## src/rtl/clock_ctrl_pkg.sv

```systemverilog
// Shared definitions for the clock-rate controller slice.
//   ctrl_state_t       : controller FSM state encoding
//   DEFAULT_HALF_12MHZ : half-period after reset (12 MHz / (2 * 600000) = 10 Hz)
package clock_ctrl_pkg;

    typedef enum logic [1:0] {
        ST_IDLE     = 2'd0,
        ST_RUN      = 2'd1,
        ST_STOPPING = 2'd2
    } ctrl_state_t;

    localparam logic [19:0] DEFAULT_HALF_12MHZ = 20'd600000;

endpackage

```

## src/rtl/clock_rate_controller_half_period_counter.sv

```systemverilog
// Half-period counter: counts 0..H-1 and wraps to 0 on terminal count.
//   i_clock    : system clock
//   i_reset    : synchronous, active-high reset
//   i_clear    : hold the count at 0
//   i_enable   : advance the count this cycle
//   i_half     : active half-period H (never 0)
//   o_terminal : count == H-1
module half_period_counter #(
    parameter int unsigned WIDTH = 20
) (
    input  logic             i_clock,
    input  logic             i_reset,
    input  logic             i_clear,
    input  logic             i_enable,
    input  logic [WIDTH-1:0] i_half,
    output logic             o_terminal
);

    localparam logic [WIDTH-1:0] ONE = WIDTH'(1);

    logic [WIDTH-1:0] r_count;

    assign o_terminal = (r_count == (i_half - ONE));

    always_ff @(posedge i_clock) begin
        if (i_reset || i_clear) begin
            r_count <= '0;
        end else if (i_enable) begin
            r_count <= o_terminal ? '0 : r_count + ONE;
        end
    end

endmodule

```

## src/rtl/clock_rate_controller.sv

```systemverilog
// Runtime-programmable clock-enable generator with glitch-free rate change.
//   i_clock     : system clock, rising edge
//   i_reset     : synchronous, active-high reset
//   i_enable    : 1 = run divided clock, 0 = stop at next period boundary
//   i_div_valid : new half-period offered
//   i_div_value : requested half-period in cycles (0 treated as 1)
//   o_div_ready : no change pending, a value can be accepted
//   o_clock     : registered divided clock, 50% duty
//   o_tick      : one-cycle pulse with each 0->1 edge of o_clock
//   o_busy      : controller not idle
module clock_rate_controller
    import clock_ctrl_pkg::*;
#(
    parameter int unsigned      WIDTH        = 20,
    parameter logic [WIDTH-1:0] DEFAULT_HALF = WIDTH'(DEFAULT_HALF_12MHZ)
) (
    input  logic             i_clock,
    input  logic             i_reset,
    input  logic             i_enable,
    input  logic             i_div_valid,
    input  logic [WIDTH-1:0] i_div_value,
    output logic             o_div_ready,
    output logic             o_clock,
    output logic             o_tick,
    output logic             o_busy
);

    localparam logic [WIDTH-1:0] ONE = WIDTH'(1);

    ctrl_state_t      r_state;
    logic [WIDTH-1:0] r_half;
    logic [WIDTH-1:0] r_pend_val;
    logic             r_pend;
    logic             r_clock;
    logic             r_tick;

    ctrl_state_t      w_next_state;
    logic             w_clock_next;
    logic             w_tick_next;
    logic             w_apply;
    logic             w_accept;
    logic             w_terminal;

    half_period_counter #(.WIDTH(WIDTH)) u_counter (
        .i_clock    (i_clock),
        .i_reset    (i_reset),
        .i_clear    (r_state == ST_IDLE),
        .i_enable   (r_state != ST_IDLE),
        .i_half     (r_half),
        .o_terminal (w_terminal)
    );

    assign w_accept    = i_div_valid && !r_pend;
    assign o_div_ready = !r_pend;
    assign o_clock     = r_clock;
    assign o_tick      = r_tick;
    assign o_busy      = (r_state != ST_IDLE);

    always_ff @(posedge i_clock) begin
        if (i_reset) begin
            r_state <= ST_IDLE;
        end else begin
            r_state <= w_next_state;
        end
    end

    // A disabled controller stops at whichever boundary comes first: a
    // falling edge, or the end of a low phase (suppressing that rise).
    always_comb begin
        w_next_state = r_state;
        w_clock_next = r_clock;
        w_tick_next  = 1'b0;
        w_apply      = 1'b0;
        unique case (r_state)
            ST_IDLE: begin
                w_clock_next = 1'b0;
                w_apply      = r_pend;
                if (i_enable) begin
                    w_next_state = ST_RUN;
                end
            end
            ST_RUN, ST_STOPPING: begin
                if (w_terminal) begin
                    if (!i_enable) begin
                        w_next_state = ST_IDLE;
                        w_clock_next = 1'b0;
                        w_apply      = r_pend;
                    end else begin
                        w_next_state = ST_RUN;
                        w_clock_next = !r_clock;
                        w_tick_next  = !r_clock;
                        w_apply      = r_clock && r_pend;
                    end
                end else begin
                    w_next_state = i_enable ? ST_RUN : ST_STOPPING;
                end
            end
            default: begin
                w_next_state = ST_IDLE;
                w_clock_next = 1'b0;
            end
        endcase
    end

    // Apply and accept are mutually exclusive: apply needs a pending value,
    // accept needs none.
    always_ff @(posedge i_clock) begin
        if (i_reset) begin
            r_half     <= DEFAULT_HALF;
            r_pend_val <= '0;
            r_pend     <= 1'b0;
            r_clock    <= 1'b0;
            r_tick     <= 1'b0;
        end else begin
            r_clock <= w_clock_next;
            r_tick  <= w_tick_next;
            if (w_apply) begin
                r_half <= r_pend_val;
                r_pend <= 1'b0;
            end
            if (w_accept) begin
                r_pend_val <= (i_div_value == '0) ? ONE : i_div_value;
                r_pend     <= 1'b1;
            end
        end
    end

endmodule

```

## config.mk

```make
export PLATFORM = sky130hd
export DESIGN_NAME = clock_rate_controller
export DESIGN_NICKNAME = d
export VERILOG_FILES = /design/src/rtl/clock_ctrl_pkg.sv /design/src/rtl/clock_rate_controller_half_period_counter.sv /design/src/rtl/clock_rate_controller.sv
export SDC_FILE = /design/constraint.sdc
export NUM_CORES = 1
export LEC_CHECK = 0
export ABC_AREA = 1
export CAP_MARGIN = 20
export CORE_MARGIN = 5
export CORE_UTILIZATION = 27
export DETAILED_ROUTE_END_ITERATION = 8
export GPL_TIMING_DRIVEN = 1
export HOLD_SLACK_MARGIN = 0.15
export PLACE_DENSITY = 0.45
export REMOVE_ABC_BUFFERS = 1
export SLEW_MARGIN = 30
export SYNTH_ARGS = -nofsm -noshare
export SYNTH_HDL_FRONTEND = slang
export SYNTH_HIERARCHICAL = 1
export SYNTH_SLANG_ARGS = --single-unit
```

## constraint.sdc

```tcl
create_clock -name i_clock -period 3.9 [get_ports i_clock]
set_clock_uncertainty 0.1 [all_clocks]
set_input_delay 0.39 -clock i_clock [delete_from_list [all_inputs] [get_ports i_clock]]
set_output_delay 0.39 -clock i_clock [all_outputs]
set_load 0.03 [all_outputs]
```

# Word-level counts from Yosys, hierarchy flattened
# Cells that the tools add are included.
# totals
register_bits	65
inputBits	24
output_inout_bits	4
wordCells	40
# classes
n_addsub	2
n_eq_ne	4
mux	13
bitwise	2
reduce_logical	12
# ops
operator	count
2-to-1 mux 20 bit	2
adder 20 x 1 -> 20 bit (second input constant)	1
equality test 20 bit	1
logical NOT 20 bit	1
subtractor 20 x 1 -> 20 bit (second input constant)	1
2-to-1 mux 1 bit	6
2-to-1 mux 2 bit	3
case mux 2 bit (2 select lines)	1
nonzero test 2 bit	2
OR reduction 2 bit	2
OR reduction 3 bit	1
equality test 2 x 1 -> 1 bit (second input constant)	1
equality test 2 bit (second input constant)	1
logical AND 1 bit	2
logical NOT 1 bit	2
logical NOT 2 bit	1
inequality test 2 bit (second input constant)	1
NOT 1 bit	2
case mux 1 bit (2 select lines)	1
logical OR 1 bit	1

# Longest topological paths before layout
# logic_depth
depth_word	6
depth_mapped	20
ltp_nobuf	19

# By module
# The synthesis kept the hierarchy.
# modules_own_cells
mod	n_inst	cells_each	area_per_inst_um2	seq_area_each_um2
clock_rate_controller	1	242	1854.3	900.9
half_period_counter	1	315	1840.5	400.4

# Worst setup path after synthesis
# Ideal clock, no wire load.
# synth_path
kind	register to register
from	reg r_state[0]
to	reg u_counter.r_count[18]
setup_ps	116
t_arrival_ps	2167
required_ps	3684
slack_ps	1517
path_stages_with_launch	13
path_buffers	1
period_less_slack_ps	2383
cell_sequence	dfxtp_1 > inv_1 > ha_1 > inv_1 > buf_4 > nand3_1 > or2_1 > nor4_4 > nand3_1 > nor2_1 > nand3_1 > xor2_1 > nor2_1
# synth_via
word_cells_on_any_way	3
cone_classes	reduce/logical: 3
# synth_rtl
element	line	rtl
start, declared	clock_rate_controller.sv:30	ctrl_state_t r_state;
start signal, assigned	clock_rate_controller.sv:63	r_state <= w_next_state;
nonzero test 2 bit	--	
named net o_busy	clock_rate_controller.sv:25	output logic o_busy
end signal, assigned	clock_rate_controller_half_period_counter.sv:29	r_count <= o_terminal ? '0 : r_count + ONE;
end, declared	clock_rate_controller_half_period_counter.sv:21	logic [WIDTH-1:0] r_count;
# The timed path passes the listed nets, and every way through them passes these cells.
# A chain may end at the register's enable or synchronous reset.

# Worst setup path after layout
# layout_path
from	reg r_half[0]
to	reg r_half[6]
# layout_via
elab_chain_cells	4
# layout_lines
element	line	rtl
start, declared	clock_rate_controller.sv:31	logic [WIDTH-1:0] r_half;
start signal, assigned	clock_rate_controller.sv:118	r_half <= r_pend_val;
subtractor 20 x 1 -> 20 bit	clock_rate_controller_half_period_counter.sv:23	assign o_terminal = (r_count == (i_half - ONE));
equality test 20 bit	clock_rate_controller_half_period_counter.sv:23	
named net w_terminal	clock_rate_controller.sv:42	logic w_terminal;
2-to-1 mux 1 bit	clock_rate_controller.sv:83	if (w_terminal) begin
case mux 1 bit (2 select lines)	clock_rate_controller.sv:74	unique case (r_state)
# The timed path passes the listed nets, and every way through them passes these cells.

==> run_results.csv <==
group,metric,value,unit
sta,min_period,2.915,ns
logic_synthesis,synthArstFlopShare,0,%
clock_tree,cts-root-buf,"clkbuf_16",
logic_synthesis,synth_seq_cells,65,
layout,final_common_cell,"nand2_1",
sta,rsz0062_at_grt,"no",
worst_setup_path,r2r_setup_slack,0.98,ns
sta,setup-tns-final,0,ns
placed_design,gp_congestion,0.8855,
layout,nets,609,
worst_setup_path,required,3.97,ns
clock_tree,cts_hold_repair.buffers,0,
die,core,13350,µm²
logic_synthesis,synth_cells,557,
logic_synthesis,synth_edf_count,0,
clock_tree,clock_sinks,65,
min_path,holdCritStartpoint,"r_pend_val[14]$_SDFFE_PP0P_",
worst_setup_path,critPathKind,"flop to flop",
global_routing,track_usage,12.14,%
worst_setup_path,r2r-end,"r_half[6]$_SDFFE_PP1P_",
worst_setup_path,worst-path-max-fanout,34,
sta,hold_viol,0,
die,fp.dieH,127.0,µm
power,vdd_drop_max,228.2,µV
sta,setup_viol,0,
sta,slew_headroom,40.21,%
clock_tree,clk_pin_slew,0.06,ns
logic_synthesis,syn-cell-area,3695,µm²
worst_setup_path,rr_worst_depth,18,
logic_synthesis,ys_seq_area_share,35.22,%
layout,drive_above_1_share,7.509,%
sta,worst_slew_pin_slew,0.8958,ns
layout,antenna_cells,0,
logic_synthesis,synthTopCellsByArea,"dfxtp_1, nand2_1, nor2_1",
logic_synthesis,synth_area_leader_cell,"dfxtp_1",
worst_setup_path,endpoint_kind,"flop",
logic_synthesis,synth_top_area_share,35.22,%
power,p_total,1947,µW
clock_tree,cts.repair.resized,0,
min_path,hp-class,"flop to flop",
sta,fmax,0.3430,GHz
worst_setup_path,startpoint_type,"flop",
global_routing,overflow,0,
outcome,outcome,"complete, no violations",
placed_design,portBuffers,27,
layout,area_growth,18.86,%
worst_setup_path,reg2reg_from,"r_half[0]$_SDFFE_PP0P_",
min_path,hold_depth,2,
min_path,holdPathEnd,"r_pend_val[14]$_SDFFE_PP0P_",
clock_tree,htree_levels,3,
drt,dr.pass1.iters,4,
drt,drtIter0Drc,135,
clock_tree,cts_buffers,9,
layout,final_cell_mix,"nand2_1, nor2_1, inv_1, dfxtp_1, nand3_1",
layout,final_util,32.90,%
drt,drc,0,
power,p_leak,0.001838,µW
flow_run,max_cap_violations,0,
worst_setup_path,crit_arrival,2.99,ns
die,die_area,16120,µm²
die,ios,28,
drt,avgRoutedWirePerCell,11.98,µm
drt,antenna_left,0,
global_routing,grt_pass1_vias,3218,
sta,period_share,74.74,%
sta,final_max_slew_viol_count,0,
global_routing,grt_max_degree,35,
global_routing,antenna_found_initial,0,
logic_synthesis,ys_warn_count,6,
placed_design,place_hpwl,7.010,mm
clock_tree,clkLatencyLatePin,0.33,ns
logic_synthesis,synth_ff_type,"dfxtp_1",
logic_synthesis,syn-mean-instance-area,6.633,µm²
power,power_density,443.3,nW/µm²
clock_tree,cts_max_path_buffers,2,
drt,via_per_inst,4.483,
logic_synthesis,ys_types,32,
die,die_x,127.0,µm
drt,vias,3416,
clock_tree,cts_tree,"done",
clock_tree,post-cts-setup-buffers,0,
drt,wl,9.132,mm
global_routing,grt_first_pass_wirelength,15.76,mm
die,start_util,27.68,%
die,core.rowCount,42,
==> worst max-delay path, stage by stage (launching register included) <==
cell and delay, ns:
dfxtp_1 0.35, inv_1 0.09, ha_1 0.31, nand2_1 0.07
inv_1 0.03, nor2_1 0.08, nand2_1 0.06, nor2_1 0.10
nand3_1 0.07, nor2_1 0.14, nand3b_1 0.10, nor2_2 0.15
nand3_1 0.11, inv_1 0.14, nand3_2 0.11, nand2_4 0.28
nand2_1 0.25, nand2_1 0.13, nand3_1 0.07
==> cell usage after synthesis, types with 5 or more instances <==
| cell type | n |
|---|---|
| nand2_1 | 131 |
| nor2_1 | 95 |
| dfxtp_1 | 65 |
| inv_1 | 65 |
| nand3_1 | 61 |
| a21oi_1 | 26 |
| xor2_1 | 17 |
| o21ai_0 | 15 |
| xnor2_1 | 10 |
| a211oi_1 | 7 |
| nor2_2 | 7 |
| buf_4 | 6 |
| nand4_1 | 6 |
| nor3_1 | 6 |
| buf_2 | 5 |
==> logic make-up (layout without fill, tap and decap cells) <==
family	Yosys count	in the layout	share of synthesized area, %
AND/OR/NAND/NOR	327	327	39.55
buffers and inverters	83	112	9.820
AO/OA/AOI/OAI	51	51	7.653
flip-flops	65	65	35.22
adder cells (fa/ha/maj)	4	4	1.355
XOR/XNOR	27	27	6.400
==> worst max path at each step <==
| stage | start | endpoint | depth (start not counted) |
|---|---|---|---|
| 2_1_floorplan | r_half[0]$_SDFFE_PP0P_ | r_half[10]$_SDFFE_PP1P_ | 18 |
| 3_3_place_gp | r_half[0]$_SDFFE_PP0P_ | r_half[19]$_SDFFE_PP1P_ | 18 |
| 3_5_place_dp | r_half[0]$_SDFFE_PP0P_ | r_half[6]$_SDFFE_PP1P_ | 18 |
| 4_1_cts | r_half[0]$_SDFFE_PP0P_ | r_half[19]$_SDFFE_PP1P_ | 18 |
| 5_1_grt | r_half[0]$_SDFFE_PP0P_ | r_half[8]$_SDFFE_PP1P_ | 18 |
| 6_report | r_half[0]$_SDFFE_PP0P_ | r_half[6]$_SDFFE_PP1P_ | 18 |
==> per-layer routing <==
metal / global-route usage (%) / up-vias / part of all wire (%) / wire length (µm)
li1: - / 1810 / - / -
met1: 16.55 / 1534 / 52 / 4708
met2: 18.84 / 60 / 43 / 3972
met3: 2.337 / 12 / 3.1 / 284
met4: 5.047 / 0 / 1.8 / 167
met5: 0 / - / 0 / 0
==> sequential cells by signal (all words and copies together) (netlist names) <==
| register | count |
|---|---|
| r_half | 20 |
| u_counter/r_count | 20 |
| r_state | 2 |
| o_clock | 1 |
| r_pend_val | 20 |
| r_pend | 1 |
| o_tick | 1 |
==> layout make-up <==
type                       instances  area [µm²]
sequential                        65        1301
inverter                          68       255.2
clock buffer                      10       239.0
timing repair buffer              28       277.8
fill                            1499        8956
clock inverter                     6       67.56
tap                              176       220.2
multi-input combinational        409        2031
==> power breakdown <==
group          internal [µW]  leakage, µW  switching [µW]
registers                711     0.000532            46.3
logic                    132      0.00116             238
clock network            513     0.000145             308
==> metrics by stage <==
| step | hold slack (ns) | instances | instance area, µm² | setup slack [ns] |
|---|---|---|---|---|
| global placement | 0.3569 | 746 | 4085 | 1.084 |
| global route | 0.3920 | 762 | 4392 | 0.6518 |
| floorplan | 0.3322 | 542 | 3587 | 1.442 |
| CTS | 0.3710 | 762 | 4392 | 0.9661 |
| detailed placement | 0.3608 | 746 | 4085 | 0.9748 |
| finish | 0.3660 | 762 | 4392 | 0.9850 |
(Power assumes the default switching activity.)
